## src/rtl/nx_fifo_pkg.sv

```systemverilog
// Shared sizing and pointer helpers for the flexible flop-based FIFO.
package nx_fifo_pkg;

    // Width needed to hold a count from 0 to depth inclusive.
    function automatic int unsigned calc_cw(input int unsigned depth);
        return int'($clog2(depth + 1));
    endfunction

    // Width needed to address depth entries (at least one bit).
    function automatic int unsigned calc_pw(input int unsigned depth);
        if (depth < 2) begin
            return 1;
        end
        return int'($clog2(depth));
    endfunction

    // Pointer increment that wraps at depth-1, valid for any depth.
    function automatic int unsigned ptr_inc_wrap(input int unsigned ptr,
                                                 input int unsigned depth);
        if (ptr >= depth - 1) begin
            return 32'd0;
        end
        return ptr + 32'd1;
    endfunction

endpackage : nx_fifo_pkg

```

## src/rtl/nx_fifo_ctrl_flex.sv

```systemverilog
// Control path of the flexible FIFO: pointers, occupancy, flags, watermark.
module nx_fifo_ctrl_flex
    import nx_fifo_pkg::*;
#(
    parameter  int unsigned DEPTH = 8,
    localparam int unsigned CW    = calc_cw(DEPTH),
    localparam int unsigned PW    = calc_pw(DEPTH)
) (
    input  logic          clk_i,
    input  logic          rst_n_i,
    input  logic          wen_i,
    input  logic          ren_i,
    input  logic          clear_i,
    input  logic [CW-1:0] af_level_i,
    input  logic [CW-1:0] ae_level_i,
    output logic          push_o,
    output logic [PW-1:0] wptr_o,
    output logic [PW-1:0] rptr_o,
    output logic          empty_o,
    output logic          full_o,
    output logic          almost_full_o,
    output logic          almost_empty_o,
    output logic [CW-1:0] used_slots_o,
    output logic [CW-1:0] free_slots_o,
    output logic          overflow_o,
    output logic          underflow_o,
    output logic          ovf_sticky_o,
    output logic          udf_sticky_o,
    output logic [CW-1:0] hwm_o
);

    localparam logic [CW-1:0] DEPTH_CW = CW'(DEPTH);

    logic [PW-1:0] wptr_q, wptr_d;
    logic [PW-1:0] rptr_q, rptr_d;
    logic [CW-1:0] count_q, count_d;
    logic [CW-1:0] hwm_q, hwm_d;
    logic          ovf_sticky_q, ovf_sticky_d;
    logic          udf_sticky_q, udf_sticky_d;

    logic empty_c, full_c;
    logic push_c, pop_c;
    logic ovf_c, udf_c;

    // Occupancy decode and request qualification; clear masks everything.
    always_comb begin
        empty_c = (count_q == '0);
        full_c  = (count_q == DEPTH_CW);
        push_c  = wen_i && !full_c  && !clear_i;
        pop_c   = ren_i && !empty_c && !clear_i;
        ovf_c   = wen_i && full_c   && !clear_i;
        udf_c   = ren_i && empty_c  && !clear_i;
    end

    // Next-state for pointers, count, watermark and sticky error flags.
    always_comb begin
        wptr_d       = wptr_q;
        rptr_d       = rptr_q;
        count_d      = count_q;
        hwm_d        = hwm_q;
        ovf_sticky_d = ovf_sticky_q;
        udf_sticky_d = udf_sticky_q;

        if (clear_i) begin
            wptr_d       = '0;
            rptr_d       = '0;
            count_d      = '0;
            hwm_d        = '0;
            ovf_sticky_d = 1'b0;
            udf_sticky_d = 1'b0;
        end else begin
            if (push_c) begin
                wptr_d = PW'(ptr_inc_wrap(32'(wptr_q), DEPTH));
            end
            if (pop_c) begin
                rptr_d = PW'(ptr_inc_wrap(32'(rptr_q), DEPTH));
            end
            unique case ({push_c, pop_c})
                2'b10:   count_d = count_q + CW'(1);
                2'b01:   count_d = count_q - CW'(1);
                default: count_d = count_q;
            endcase
            if (count_d > hwm_q) begin
                hwm_d = count_d;
            end
            ovf_sticky_d = ovf_sticky_q | ovf_c;
            udf_sticky_d = udf_sticky_q | udf_c;
        end
    end

    // State registers with synchronous active-low reset.
    always_ff @(posedge clk_i) begin
        if (!rst_n_i) begin
            wptr_q       <= '0;
            rptr_q       <= '0;
            count_q      <= '0;
            hwm_q        <= '0;
            ovf_sticky_q <= 1'b0;
            udf_sticky_q <= 1'b0;
        end else begin
            wptr_q       <= wptr_d;
            rptr_q       <= rptr_d;
            count_q      <= count_d;
            hwm_q        <= hwm_d;
            ovf_sticky_q <= ovf_sticky_d;
            udf_sticky_q <= udf_sticky_d;
        end
    end

    // Threshold compares run against the registered count so level changes act at once.
    always_comb begin
        almost_full_o  = (count_q >= af_level_i);
        almost_empty_o = (count_q <= ae_level_i);
    end

    assign push_o       = push_c;
    assign wptr_o       = wptr_q;
    assign rptr_o       = rptr_q;
    assign empty_o      = empty_c;
    assign full_o       = full_c;
    assign used_slots_o = count_q;
    assign free_slots_o = DEPTH_CW - count_q;
    assign overflow_o   = ovf_c;
    assign underflow_o  = udf_c;
    assign ovf_sticky_o = ovf_sticky_q;
    assign udf_sticky_o = udf_sticky_q;
    assign hwm_o        = hwm_q;

endmodule : nx_fifo_ctrl_flex

```

## src/rtl/nx_fifo_flex.sv

```systemverilog
// Flexible flop-based synchronous FIFO with show-ahead read and status reporting.
module nx_fifo_flex
    import nx_fifo_pkg::*;
#(
    parameter  int unsigned WIDTH = 34,
    parameter  int unsigned DEPTH = 8,
    localparam int unsigned CW    = calc_cw(DEPTH)
) (
    input  logic             clk,
    input  logic             rst_n,
    input  logic             wen,
    input  logic             ren,
    input  logic             clear,
    input  logic [WIDTH-1:0] wdata,
    input  logic [CW-1:0]    af_level,
    input  logic [CW-1:0]    ae_level,
    output logic [WIDTH-1:0] rdata,
    output logic             empty,
    output logic             full,
    output logic             almost_full,
    output logic             almost_empty,
    output logic [CW-1:0]    used_slots,
    output logic [CW-1:0]    free_slots,
    output logic             overflow,
    output logic             underflow,
    output logic             ovf_sticky,
    output logic             udf_sticky,
    output logic [CW-1:0]    hwm
);

    localparam int unsigned PW = calc_pw(DEPTH);

    logic             push_c;
    logic [PW-1:0]    wptr;
    logic [PW-1:0]    rptr;
    logic [DEPTH-1:0] we_c;
    logic [WIDTH-1:0] rd_mux_c;
    logic [WIDTH-1:0] mem_q [DEPTH];

    nx_fifo_ctrl_flex #(
        .DEPTH (DEPTH)
    ) u_ctrl (
        .clk_i          (clk),
        .rst_n_i        (rst_n),
        .wen_i          (wen),
        .ren_i          (ren),
        .clear_i        (clear),
        .af_level_i     (af_level),
        .ae_level_i     (ae_level),
        .push_o         (push_c),
        .wptr_o         (wptr),
        .rptr_o         (rptr),
        .empty_o        (empty),
        .full_o         (full),
        .almost_full_o  (almost_full),
        .almost_empty_o (almost_empty),
        .used_slots_o   (used_slots),
        .free_slots_o   (free_slots),
        .overflow_o     (overflow),
        .underflow_o    (underflow),
        .ovf_sticky_o   (ovf_sticky),
        .udf_sticky_o   (udf_sticky),
        .hwm_o          (hwm)
    );

    // One-hot write-enable decode of the write pointer.
    always_comb begin
        we_c = '0;
        for (int unsigned i = 0; i < DEPTH; i++) begin
            we_c[i] = push_c && (wptr == PW'(i));
        end
    end

    // Storage array; no reset because contents are masked while empty.
    always_ff @(posedge clk) begin
        for (int unsigned i = 0; i < DEPTH; i++) begin
            if (we_c[i]) begin
                mem_q[i] <= wdata;
            end
        end
    end

    // Show-ahead read mux gated to zero when empty.
    always_comb begin
        rd_mux_c = '0;
        for (int unsigned i = 0; i < DEPTH; i++) begin
            if (rptr == PW'(i)) begin
                rd_mux_c = mem_q[i];
            end
        end
        rdata = empty ? '0 : rd_mux_c;
    end

endmodule : nx_fifo_flex

```

## config.mk

```make
export PLATFORM = sky130hd
export DESIGN_NAME = nx_fifo_flex
export DESIGN_NICKNAME = d
export VERILOG_FILES = /design/src/rtl/nx_fifo_pkg.sv /design/src/rtl/nx_fifo_ctrl_flex.sv /design/src/rtl/nx_fifo_flex.sv
export SDC_FILE = /design/constraint.sdc
export NUM_CORES = 1
export LEC_CHECK = 0
export CELL_PAD_IN_SITES_DETAIL_PLACEMENT = 0
export CELL_PAD_IN_SITES_GLOBAL_PLACEMENT = 1
export CORE_ASPECT_RATIO = 1.5
export CORE_MARGIN = 8
export CORE_UTILIZATION = 48
export DETAILED_ROUTE_END_ITERATION = 10
export PLACE_DENSITY = 0.76
export SLEW_MARGIN = 10
export SYNTH_ARGS = -nofsm -noshare
export SYNTH_HDL_FRONTEND = slang
export SYNTH_SLANG_ARGS = --single-unit
```

## constraint.sdc

```tcl
create_clock -name clk -period 4.65 [get_ports clk]
set_input_delay 0.465 -clock clk [delete_from_list [all_inputs] [get_ports clk]]
set_output_delay 0.465 -clock clk [all_outputs]
set_load 0.02 [all_outputs]
```

==> impl_metrics.py, run 1 <==
metrics = {
    "logic_synthesis": {
        "synth_area_um2": 12200,
        "synth_area_leaders": "edfxtp_1, o221ai_2, a21oi_1",
        "yosysMostFrequentCell": "edfxtp_1",
        "ys_ff_latch": 288,
        "synthDominantCellAreaShare_pct": 67.0,
        "synth_commonest_cells": "edfxtp_1, a21oi_1, inv_1, clkbuf_1",
        "async_flop_share_pct": 0,
        "yosysWarnings": 0,
        "syn-num-nets": 920,
        "synth_cell_types": 44,
        "syn_avg_cell_area_um2": 14.4,
        "synth_ff_type": "edfxtp_1",
        "synth_edf_count": 272,
        "yosysSeqAreaShare_pct": 69.6,
        "yosys.area.top_type": "edfxtp_1",
        "synthCells": 846,
    },
    "detailed_routing": {
        "routed_wl_um": 28500,
        "vias": 7495,
        "drt-initial-drc-count": 484,
        "dr.pass1.iters": 5,
        "antenna_left": 0,
        "drc_errors": 0,
        "wl_per_cell_um": 22.3,
        "vias_per_cell": 5.87,
    },
    "die": {
        "dieWidth_um": 146,
        "pin_count": 101,
        "initial_core_util_pct": 48.7,
        "num_rows": 71,
        "fp.dieArea_um2": 30900,
        "die_y_um": 211,
        "core_um2": 25100,
    },
    "clocking": {
        "cts_buffer_depth": 3,
        "cts_resized": 0,
        "cts_tree": "done",
        "clock_latency_ns": 0.52,
        "clk_pin_slew_ns": 0.07,
        "postCtsHoldBufs": 0,
        "htree_levels": 1,
        "cts_root_buf": "clkbuf_16",
        "postCtsSetupBuffers": 0,
        "cts_made_buffers": 26,
        "clock-sinks": 288,
    },
    "global_routing": {
        "antenna_found_initial": 0,
        "grt_pass1_vias": 7983,
        "grt_usage_pct": 18.5,
        "grt_max_degree": 69,
        "overflow": 0,
        "grt_pass1_wl_um": 45100,
    },
    "flow_run": {
        "max-cap-violations": 0,
    },
    "setup_path": {
        "crit_fanout": 25,
        "cp-endpoint": "rdata[33]",
        "required_ns": 4.18,
        "timing.rr.end": "u_ctrl.hwm_o[0]$_SDFFE_PP0N_",
        "path_class": "reg -> out",
        "crit_arrival_ns": 3.63,
        "reg2regPathDepth": 16,
        "setup.worst_path.start": "u_ctrl.rptr_o[1]$_SDFFE_PP0P_",
        "reg2reg_slack_ns": 0.75,
        "r2r_start": "u_ctrl.used_slots_o[1]$_SDFF_PP0_",
        "critPathLaunchType": "flop",
        "end_kind": "output port",
    },
    "power": {
        "internal_power_uw": 4200,
        "combPwrFrac_pct": 5.1,
        "p_leak_uw": 0.00472,
        "swShare_pct": 20.0,
        "pwr-share-clk_pct": 40.3,
        "p_seq_share_pct": 54.5,
        "powerDensity_nw_per_um2": 367,
        "p_switching_uw": 1050,
        "ir_drop_uv": 283,
    },
    "timing": {
        "fmax_ghz": 0.244,
        "worstMarginPinSlew_ns": 1.13,
        "period_needed_ns": 4.10,
        "setup_viol": 0,
        "timing.final.crit_share_pct": 88.2,
        "fin_skew_ns": 0.00632,
        "max_slew_margin_pct": 24.5,
        "finalHoldViolations": 0,
        "rsz0062_at_grt": "no",
        "maxSlewViolCount": 0,
        "fin_setup_tns_ns": 0,
        "fin_hold_ws_ns": 0.480,
    },
    "placed_design": {
        "port_buffers": 100,
        "place_hpwl_um": 16400,
        "gp_congestion": 0.729,
        "dpl_cell_area_um2": 13500,
    },
    "final_layout": {
        "diodes": 0,
        "synthToLayoutAreaGrowth_pct": 17.6,
        "fin_nets": 1005,
        "seq_area_um2": 8490,
        "utilization_pct": 57.2,
        "final_layout_size_suffix_gt1_share_pct": 11.2,
        "multi_input_area_um2": 3180,
        "design_area_um2": 14300,
        "fillCellCount": 2025,
    },
    "worst_hold_path": {
        "worstHoldStart": "u_ctrl.ovf_sticky_o$_SDFF_PP0_",
        "hold_path_class": "reg -> reg",
    },
    "status": {
        "status": "completed",
    },
}
worst max-delay path: stages (launching register included):
cell and delay [ns]:
dfxtp_1 0.41, inv_1 0.09, ha_1 0.20, buf_4 0.21
inv_2 0.27, buf_4 0.51, o221ai_1 0.21, a221o_1 0.31
a31oi_1 0.23, clkdlybuf4s50_1 0.66
flip-flops by register name (all words and copies together) (netlist names):
signal,cells
mem_q,272
u_ctrl.rptr_o,3
u_ctrl.ovf_sticky_o,1
u_ctrl.used_slots_o,4
u_ctrl.udf_sticky_o,1
u_ctrl.wptr_o,3
u_ctrl.hwm_o,4
cell type report:
type	instances	share of cell area, %
Clock inverter	15	1.08
Tap cell	328	2.86
Inverter	58	1.52
Clock buffer	31	4.82
Timing Repair Buffer	121	8.26
Sequential cell	288	59.2
Multi-Input combinational cell	436	22.2
metal layers:
metal  wire (um)  GRT usage (%)  part of all wire, %
met4         413           4.60                  1.5
met5           0              0                    0
met3        1430           2.57                  5.0
met2       15500           34.6                   54
met1       11200           21.8                   39
stage by stage:
stage | total power, uW | instances | setup slack [ns]
after floorplan | 3050 | 846 | 0.988
after global placement | 3190 | 1231 | 0.731
after detailed placement | 3190 | 1231 | 0.613
after CTS | 5300 | 1277 | 0.530
after global routing | 5420 | 1277 | 0.312
final | 5250 | 1277 | 0.550
layout by cell type, fill, tap and decap left out, types with 3 or more instances in the layout:
master / Yosys / layout
a21oi_1: 82 / 82
a221o_1: 34 / 34
a221oi_1: 34 / 34
a31oi_1: 35 / 35
and3_2: 0 / 6
buf_4: 3 / 19
bufinv_16: 0 / 3
clkbuf_1: 42 / 4
clkbuf_16: 0 / 27
clkdlybuf4s50_1: 0 / 100
clkinv_1: 0 / 6
dfxtp_1: 16 / 16
edfxtp_1: 272 / 272
ha_1: 27 / 25
inv_1: 57 / 57
mux2i_1: 5 / 5
nand2_1: 40 / 40
nand2b_1: 9 / 9
nor2_1: 20 / 19
nor2b_1: 40 / 39
nor3_1: 36 / 36
o21ai_0: 5 / 5
o221ai_1: 4 / 4
o221ai_2: 30 / 30
or3_1: 3 / 3
xnor2_1: 3 / 3
logic make-up (layout without fill, tap and decap cells):
group           Yosys count  count (layout)  share of synthesized area, %
xor+xnor                  5               5                         0.359
fa+ha+maj                27              27                          2.77
compound gates          235             235                          15.4
mux                       6               6                         0.503
flops                   288             288                          69.6
simple gates            163             163                          6.84
buf+inv                 122             225                          4.46
how the worst min path moves through the flow:
| stage | to | cells past startpoint |
|---|---|---|
| 2_1_floorplan | u_ctrl.wptr_o[0]$_SDFFE_PP0P_ | 2 |
| 3_3_place_gp | u_ctrl.udf_sticky_o$_SDFF_PP0_ | 2 |
| 3_5_place_dp | u_ctrl.ovf_sticky_o$_SDFF_PP0_ | 2 |
| 4_1_cts | u_ctrl.ovf_sticky_o$_SDFF_PP0_ | 2 |
| 5_1_grt | u_ctrl.udf_sticky_o$_SDFF_PP0_ | 2 |
| 6_report | u_ctrl.ovf_sticky_o$_SDFF_PP0_ | 2 |
power groups by stage:
stage	combinational, uW	clock [uW]	sequential (uW)
after floorplan	128	0	2930
after global placement	268	0	2920
after detailed placement	272	0	2920
after CTS	274	2160	2870
after global routing	295	2260	2870
final	269	2120	2870
Power figures use the tool's default switching activity.
==> run 2, diff against run 1 <==
--- a/config.mk
+++ b/config.mk
@@ -7,11 +7,13 @@
 export LEC_CHECK = 0
 export CELL_PAD_IN_SITES_DETAIL_PLACEMENT = 0
 export CELL_PAD_IN_SITES_GLOBAL_PLACEMENT = 1
-export CORE_ASPECT_RATIO = 1.5
+export CORE_ASPECT_RATIO = 2
 export CORE_MARGIN = 8
 export CORE_UTILIZATION = 48
 export DETAILED_ROUTE_END_ITERATION = 10
+export GPL_TIMING_DRIVEN = 0
 export PLACE_DENSITY = 0.76
+export RECOVER_POWER = 100
 export SLEW_MARGIN = 10
 export SYNTH_ARGS = -nofsm -noshare
 export SYNTH_HDL_FRONTEND = slang
==> impl_metrics.py, run 2 (synthesis gave the netlist of run 1 again) <==
metrics = {
    "timing": {
        "setup_viol": 0,
        "max_slew_margin_pct": -31.1,
        "fmax_ghz": 0.230,
        "maxSlewViolCount": 127,
        "rsz0062_at_grt": "no",
        "worstMarginPinSlew_ns": 1.97,
        "finalHoldViolations": 0,
        "period_needed_ns": 4.35,
        "timing.final.crit_share_pct": 93.5,
        "fin_setup_tns_ns": 0,
        "fin_skew_ns": 0.0154,
    },
    "die": {
        "die_y_um": 241,
        "fp.dieArea_um2": 31100,
        "core_um2": 25000,
        "initial_core_util_pct": 48.7,
        "num_rows": 82,
        "pin_count": 101,
        "dieWidth_um": 129,
    },
    "placed_design": {
        "dpl.cell_count": 1290,
        "dpl_cell_area_um2": 13800,
        "port_buffers": 100,
        "gp_congestion": 0.797,
        "place_hpwl_um": 21100,
    },
    "clocking": {
        "cts_made_buffers": 25,
        "htree_levels": 1,
        "cts_tree": "done",
        "postCtsHoldBufs": 0,
        "clk_pin_slew_ns": 0.07,
        "clock-sinks": 288,
        "cts_root_buf": "clkbuf_16",
        "clock_latency_ns": 0.53,
        "cts_buffer_depth": 3,
    },
    "final_layout": {
        "top_register": "mem_q",
        "fin_nets": 1055,
        "design_area_um2": 14400,
        "diodes": 0,
        "largest_reg_flops": 272,
        "final_layout_size_suffix_gt1_share_pct": 9.52,
        "final_cell_mix": "edfxtp_1, dlygate4sd3_1, a21oi_1, inv_1, clkbuf_1",
        "finalNonFillerCells": 1334,
        "synthToLayoutAreaGrowth_pct": 18.3,
        "final_common_cell": "edfxtp_1",
    },
    "setup_path": {
        "timing.rr.end": "mem_q[1][121]$_DFFE_PP_",
        "reg2reg_slack_ns": 0.30,
        "path_cells": "inv_1, ha_1, nor2b_1, a21oi_1, clkbuf_1, and2_0, clkbuf_2",
        "critPathLaunchType": "flop",
        "crit_arrival_ns": 4.50,
        "required_ns": 4.81,
        "cp-endpoint": "mem_q[1][121]$_DFFE_PP_",
        "path_class": "reg -> reg",
        "cp_slowest_stage_delay_ns": 1.46,
        "crit_fanout": 20,
        "r2r_start": "u_ctrl.used_slots_o[1]$_SDFF_PP0_",
        "setup.worst_path.start": "u_ctrl.used_slots_o[1]$_SDFF_PP0_",
        "cp_slowest_cell": "and2_0",
        "reg2regPathDepth": 7,
        "end_kind": "flop",
    },
    "global_routing": {
        "antenna_found_initial": 1,
        "overflow": 0,
        "grt_pass1_wl_um": 47000,
        "grt_pass1_vias": 8054,
        "grt_max_degree": 29,
        "grt_usage_pct": 20.3,
    },
    "detailed_routing": {
        "vias": 7745,
        "wl_per_cell_um": 23.5,
        "vias_per_cell": 5.81,
        "drt-initial-drc-count": 590,
        "drc_errors": 0,
        "routed_wl_um": 31400,
        "dr.pass1.iters": 5,
        "antenna_left": 0,
    },
    "status": {
        "violations": "capacitance limit, slew limit",
        "status": "finished with violations",
    },
    "power": {
        "p_leak_uw": 0.00492,
        "ir_drop_uv": 395,
        "powerDensity_nw_per_um2": 354,
    },
    "worst_hold_path": {
        "hold_path_class": "reg -> reg",
        "worstHoldStart": "u_ctrl.udf_sticky_o$_SDFF_PP0_",
    },
    "flow_run": {
        "max-cap-violations": 5,
    },
}
[run 2: cell types whose count changed in the layout (fill, tap and decap cells not counted), moves of 4 or more]
cell             change
buf_2               +13
clkbuf_2             +4
dlygate4sd3_1       +88
and3_1               +6
buf_4               -16
clkbuf_1            +48
clkinv_2             +4
and3_2               -6
clkdlybuf4s50_1     -88
[run 2: repair_timing]
action / CTS / global route
setup endpoints to repair: 0 / 4
setup buffers: 0 / 0
resized for setup: 0 / 2
[run 2: per-layer routing]
layer | GRT usage [%] | share of wire (%)
met1 | 21.4 | 35
met2 | 39.7 | 57
met3 | 2.31 | 4.8
met4 | 7.70 | 2.9
met5 | 0 | 0.032
[run 2: critical path, delay by kind of cell (launching register included)]
kind	cells	cell delay [ns]
AO/OA/AOI/OAI	1	0.37
adder cells (fa/ha/maj)	1	0.28
buffers and inverters	3	1.17
flip-flops	1	0.50
AND/OR/NAND/NOR	2	1.62
[run 2: how the worst min path moves through the flow]
stage	endpoint	depth (start not counted)	slack [ns]
2_1_floorplan	u_ctrl.wptr_o[0]$_SDFFE_PP0P_	2	0.49
3_3_place_gp	u_ctrl.udf_sticky_o$_SDFF_PP0_	2	0.45
3_5_place_dp	u_ctrl.udf_sticky_o$_SDFF_PP0_	2	0.47
4_1_cts	u_ctrl.udf_sticky_o$_SDFF_PP0_	2	0.48
5_1_grt	u_ctrl.udf_sticky_o$_SDFF_PP0_	2	0.51
6_report	u_ctrl.udf_sticky_o$_SDFF_PP0_	2	0.47
[run 2: power by group]
group	internal (uW)	switching [uW]
logic	109	153
registers	2860	8.34
clock network	1100	887
[run 2: per-stage QoR]
| step | utilization, % | hold slack (ns) | total power, uW | worst slack, ns |
|---|---|---|---|---|
| 4_1_cts | 58.2 | 0.485 | 5170 | 0.0738 |
| 5_1_grt | 57.6 | 0.505 | 5260 | 0.0196 |
| 2_1_floorplan | - | 0.490 | 3050 | 0.988 |
| 6_report | 57.6 | 0.473 | 5110 | 0.304 |
| 3_3_place_gp | 54.4 | 0.452 | 3190 | 0.133 |
| 3_5_place_dp | 55.1 | 0.471 | 3200 | 0.0866 |
[run 2: final cells by class]
cell class / instances / area [um^2]
buffer: 64 / 325
clock buffer: 29 / 641
clock inverter: 15 / 125
fill: 2107 / 10600
inverter: 58 / 218
multi-input combinational: 436 / 3170
sequential: 288 / 8490
tap: 336 / 420
timing repair buffer: 108 / 1030
